$ cat config.mk
export PLATFORM = sky130hd
export DESIGN_NAME = conv1_layer_ctrl
export DESIGN_NICKNAME = d
export VERILOG_FILES = /design/src/rtl/conv1_layer_ctrl.sv
export SDC_FILE = /design/constraint.sdc
export NUM_CORES = 1
export LEC_CHECK = 0
export ABC_CLOCK_PERIOD_IN_PS = 5350
export CORE_MARGIN = 3
export CORE_UTILIZATION = 53
export CTS_BUF_LIST = sky130_fd_sc_hd__clkbuf_8
export DETAILED_ROUTE_END_ITERATION = 16
export PLACE_DENSITY = 0.91
export SETUP_SLACK_MARGIN = 0.15
export SLEW_MARGIN = 40
export SYNTH_ARGS = -nofsm -noshare
export SYNTH_HDL_FRONTEND = slang
export SYNTH_SLANG_ARGS = --single-unit
$ cat constraint.sdc
create_clock -name clk -period 5.35 [get_ports clk]
set_clock_uncertainty 0.15 [all_clocks]
set_input_delay 1.605 -clock clk [delete_from_list [all_inputs] [get_ports clk]]
set_output_delay 1.605 -clock clk [all_outputs]
set_load 0.1 [all_outputs]
$ cat src/rtl/conv1_layer_ctrl.sv
// rtl/conv1_layer_ctrl.sv - conv1 window sequencer: image/weight addressing, MAC control, output write handshake
module conv1_layer_ctrl #(
  parameter int IMG_W   = 28,
  parameter int K       = 5,
  parameter int K1_BASE = 25,
  parameter int IA_W    = 10,
  parameter int KA_W    = 6
) (
  input  logic            clk,
  input  logic            reset,
  input  logic            start,
  input  logic            out_ready,
  output logic            busy,
  output logic            done,
  output logic [IA_W-1:0] img_addr,
  output logic [KA_W-1:0] k_addr0,
  output logic [KA_W-1:0] k_addr1,
  output logic            mac_clr,
  output logic            mac_en,
  output logic            out_we,
  output logic [IA_W-1:0] out_addr
);

  localparam int OUT_W = IMG_W - K + 1;
  localparam int CW    = $clog2(IMG_W);

  localparam logic [2:0] S_IDLE  = 3'd0;
  localparam logic [2:0] S_CLEAR = 3'd1;
  localparam logic [2:0] S_READ  = 3'd2;
  localparam logic [2:0] S_DRAIN = 3'd3;
  localparam logic [2:0] S_WRITE = 3'd4;
  localparam logic [2:0] S_DONE  = 3'd5;

  logic [2:0]      state;
  logic [CW-1:0]   row, col, ky, kx;
  logic [IA_W-1:0] img_cur, img_hold;
  logic [KA_W-1:0] tap, k0_hold, k1_hold;

  assign img_cur = (IA_W'(row) + IA_W'(ky)) * IA_W'(IMG_W) + IA_W'(col) + IA_W'(kx);
  assign tap     = KA_W'(ky) * KA_W'(K) + KA_W'(kx);

  // Addresses follow the tap counters only while reading; otherwise they hold the last tap issued.
  assign img_addr = (state == S_READ) ? img_cur : img_hold;
  assign k_addr0  = (state == S_READ) ? tap : k0_hold;
  assign k_addr1  = (state == S_READ) ? KA_W'(K1_BASE) + tap : k1_hold;
  assign out_addr = IA_W'(row) * IA_W'(OUT_W) + IA_W'(col);

  assign busy    = (state == S_CLEAR) || (state == S_READ) || (state == S_DRAIN) || (state == S_WRITE);
  assign done    = (state == S_DONE);
  assign mac_clr = (state == S_CLEAR);
  assign out_we  = (state == S_WRITE);

  always_ff @(posedge clk or negedge reset) begin
    if (!reset) begin
      img_hold <= '0;
      k0_hold  <= '0;
      k1_hold  <= KA_W'(K1_BASE);
      mac_en   <= 1'b0;
    end else begin
      mac_en <= (state == S_READ);
      if (state == S_READ) begin
        img_hold <= img_addr;
        k0_hold  <= k_addr0;
        k1_hold  <= k_addr1;
      end
    end
  end

  always_ff @(posedge clk or negedge reset) begin
    if (!reset) begin
      state <= S_IDLE;
      row   <= '0;
      col   <= '0;
      ky    <= '0;
      kx    <= '0;
    end else begin
      case (state)
        S_IDLE: begin
          if (start) state <= S_CLEAR;
        end
        S_CLEAR: begin
          ky    <= '0;
          kx    <= '0;
          state <= S_READ;
        end
        S_READ: begin
          if (kx == CW'(K - 1)) begin
            kx <= '0;
            if (ky == CW'(K - 1)) begin
              ky    <= '0;
              state <= S_DRAIN;
            end else begin
              ky <= ky + 1'b1;
            end
          end else begin
            kx <= kx + 1'b1;
          end
        end
        S_DRAIN: begin
          state <= S_WRITE;
        end
        S_WRITE: begin
          if (out_ready) begin
            if (col == CW'(OUT_W - 1)) begin
              col <= '0;
              if (row == CW'(OUT_W - 1)) begin
                row   <= '0;
                state <= S_DONE;
              end else begin
                row   <= row + 1'b1;
                state <= S_CLEAR;
              end
            end else begin
              col   <= col + 1'b1;
              state <= S_CLEAR;
            end
          end
        end
        S_DONE: begin
          state <= S_IDLE;
        end
        default: begin
          state <= S_IDLE;
        end
      endcase
    end
  end

endmodule
==> flow_summary.json <==
{
  "gp_congestion": 0.8324,
  "place_hpwl_um": 5925,
  "antenna_found_initial": 0,
  "endpoint_kind": "primary output",
  "cpMaxStageDelayCell": "fa_1",
  "cts_root_buf": "clkbuf_8",
  "critPathKind": "flop to primary output",
  "cts_tree": "built",
  "finalHoldViolations": 0,
  "placed_cells": 529,
  "synth_warnings": 0,
  "hold_path_class": "flop to flop",
  "worstSkewPairLatency_ns": 0.31,
  "grt_overflow_total": 0,
  "critPathMaxStageDelay_ns": 0.49,
  "cap_violations": 0,
  "grt_setup_unrepaired": "yes",
  "final_nets": 529,
  "dr.pass1.iters": 6,
  "vias": 3007,
  "fin_cells": 544,
  "cp_max_fo": 2,
  "clock.fmax_ghz": 0.1700,
  "die_h_um": 88.72,
  "initial_core_util_pct": 55.83,
  "wl_per_cell_um": 14.81,
  "numClockSinks": 46,
  "synth_cell_types": 44,
  "cts.htree.levels": 2,
  "num_rows": 29,
  "vias_per_cell": 5.528,
  "ys_ff_latch": 46,
  "violations": "setup timing",
  "die_x_um": 88.72,
  "holdBufCountCts": 0,
  "drtIter0Drc": 127,
  "wl_um": 8054,
  "coreArea_sq_um": 6495,
  "path_cells": "ha_2 -> fa_2 -> xor2_4 -> fa_1 -> ha_4 -> fa_2 -> ha_4 -> nand2_4 -> o21ai_4 -> and4b_1 -> xor3_1 -> mux2_4 -> buf_12",
  "finalSetupViolCount": 6,
  "setup_ws_ns": -0.5321,
  "synth-seq-area-share_pct": 31.85,
  "grt_pass1_vias": 2959,
  "slew_violations": 0,
  "syn_area_sq_um": 3626,
  "period_share_pct": 109.9,
  "setup.worst_path.start_class": "flop",
  "antenna_left": 0,
  "grt_pass1_wl_um": 13090,
  "crit_required_ns": 3.60,
  "syn_inst": 401,
  "clk_pin_slew_worst_paths_ns": 0.09,
  "cts_made_buffers": 5,
  "postSynthAreaPerCell_sq_um": 9.042,
  "slew_headroom_pct": 61.98,
  "synth_nets": 464,
  "syn_to_final_growth_pct": 27.61,
  "die_area_sq_um": 7870,
  "worstMarginPinSlew_ns": 0.5703,
  "status": "finished with violations",
  "max-clock-path-buffers": 2,
  "num_antenna_cells": 0,
  "layout-drive-gt1-share_pct": 25.27,
  "grt_use_total_pct": 21.25,
  "finalCoreUtilization_pct": 71.24,
  "period_needed_ns": 5.882,
  "preCtsSetupSlack_ns": -0.3035,
  "port_buffers": 40,
  "cp.arrival_ns": 4.13,
  "grt_max_degree": 52,
  "fin_tns_setup_ns": -2.478,
  "drc": 0,
  "io_pins": 41
}
-- worst paths after layout --
kind,startpoint,endpoint,slack [ns],depth (start not counted)
max in group asynchronous,reset,img_hold[9],3.53,1
hold reg to reg,img_hold[2],img_hold[2],0.32,2
setup / recovery,ky[0],img_addr[9],-0.53,13
hold / removal,img_hold[2],img_hold[2],0.32,2
min in group asynchronous,reset,img_hold[7],1.13,1
setup reg to reg,ky[0],img_hold[9],1.44,12
-- metrics by stage --
step | cell area (sq um) | hold slack, ns
5_1_grt | 4627 | 0.3494
3_5_place_dp | 4360 | 0.3070
3_3_place_gp | 4403 | 0.3019
6_report | 4627 | 0.3249
4_1_cts | 4549 | 0.3286
2_1_floorplan | 3770 | 0.2894
-- registers in the layout (all words and copies together), names as in the netlist --
| name | count |
|---|---|
| img_hold | 10 |
| k0_hold | 6 |
| state | 3 |
| mac_en | 1 |
| ky | 5 |
| row | 5 |
| k1_hold | 6 |
| col | 5 |
| kx | 5 |
-- final cells by class --
type,count,area (sq um)
multi-input cells,309,2541
fillers,463,1868
flip-flops and latches,46,1155
repair buffers,69,615.6
inverters,35,131.4
well taps,77,96.34
clock buffers,5,68.82
clock inverters,3,18.77
-- logic make-up after synthesis --
family	synth area share, %
buf+inv	5.176
flops	31.85
xor+xnor	8.834
compound gates	14.29
fa+ha+maj	22.84
mux	1.760
simple gates	15.25
-- cell usage after synthesis (all sizes together) --
master / number / share of area [%]
nand2: 68 / 7.0
o21ai: 51 / 7.0
ha: 47 / 16
dfrtp: 43 / 30
inv: 35 / 3.6
xnor2: 20 / 4.8
a21oi: 15 / 2.2
nor2: 14 / 1.5
nand3: 13 / 1.8
xor2: 13 / 3.3
a21o: 12 / 2.5
fa: 12 / 6.6
buf: 6 / 1.0
nand2b: 6 / 1.0
clkbuf: 5 / 0.52
o31ai: 5 / 1.0
and3: 4 / 0.69
nand4: 4 / 0.69
dfstp: 3 / 2.2
mux2: 3 / 0.93
mux2i: 3 / 0.83
a22o: 2 / 0.48
nor2b: 2 / 0.35
a211o: 1 / 0.24
a211oi: 1 / 0.21
and2: 1 / 0.17
and2b: 1 / 0.21
and3b: 1 / 0.24
and4b: 1 / 0.28
nand4bb: 1 / 0.31
nor3b: 1 / 0.35
o211ai: 1 / 0.21
o221ai: 1 / 0.24
o22ai: 1 / 0.17
or2: 1 / 0.17
or3: 1 / 0.17
or3b: 1 / 0.24
xor3: 1 / 0.66
-- cell usage in the layout, fill, tap and decap left out, types with 7 or more instances in the layout --
master and n:
nand2_1 66, buf_4 46, ha_1 43, dfrtp_1 43
o21ai_0 35, inv_1 33, xnor2_1 17, nor2_1 13
a21o_1 12, a21oi_1 12, nand3_1 12, fa_1 10
buf_2 9, buf_12 8, xor2_1 7, o21ai_4 7
-- routing by layer --
metal / GRT usage [%] / up-vias / wire length, um
li1: - / 1488 / -
met1: 25.12 / 1444 / 3294
met2: 39.14 / 61 / 4342
met3: 3.259 / 14 / 249
met4: 6.868 / 0 / 168
met5: 0 / - / 0
-- critical path, delay by kind of cell (launching register included) --
family	cells	cell delay, ns
compound gates	1	0.12
fa+ha+maj	6	2.15
mux	1	0.28
xor+xnor	2	0.41
simple gates	2	0.29
buf+inv	1	0.17
flops	1	0.39
-- timing repair --
item,CTS,global route
pin swaps,19,14
endpoints found under the setup margin,6,6
setup buffers,3,4
gates resized for setup,12,8
Power is not shown: default switching activity piles up to over one toggle a cycle in this logic, so the estimate is an artifact.
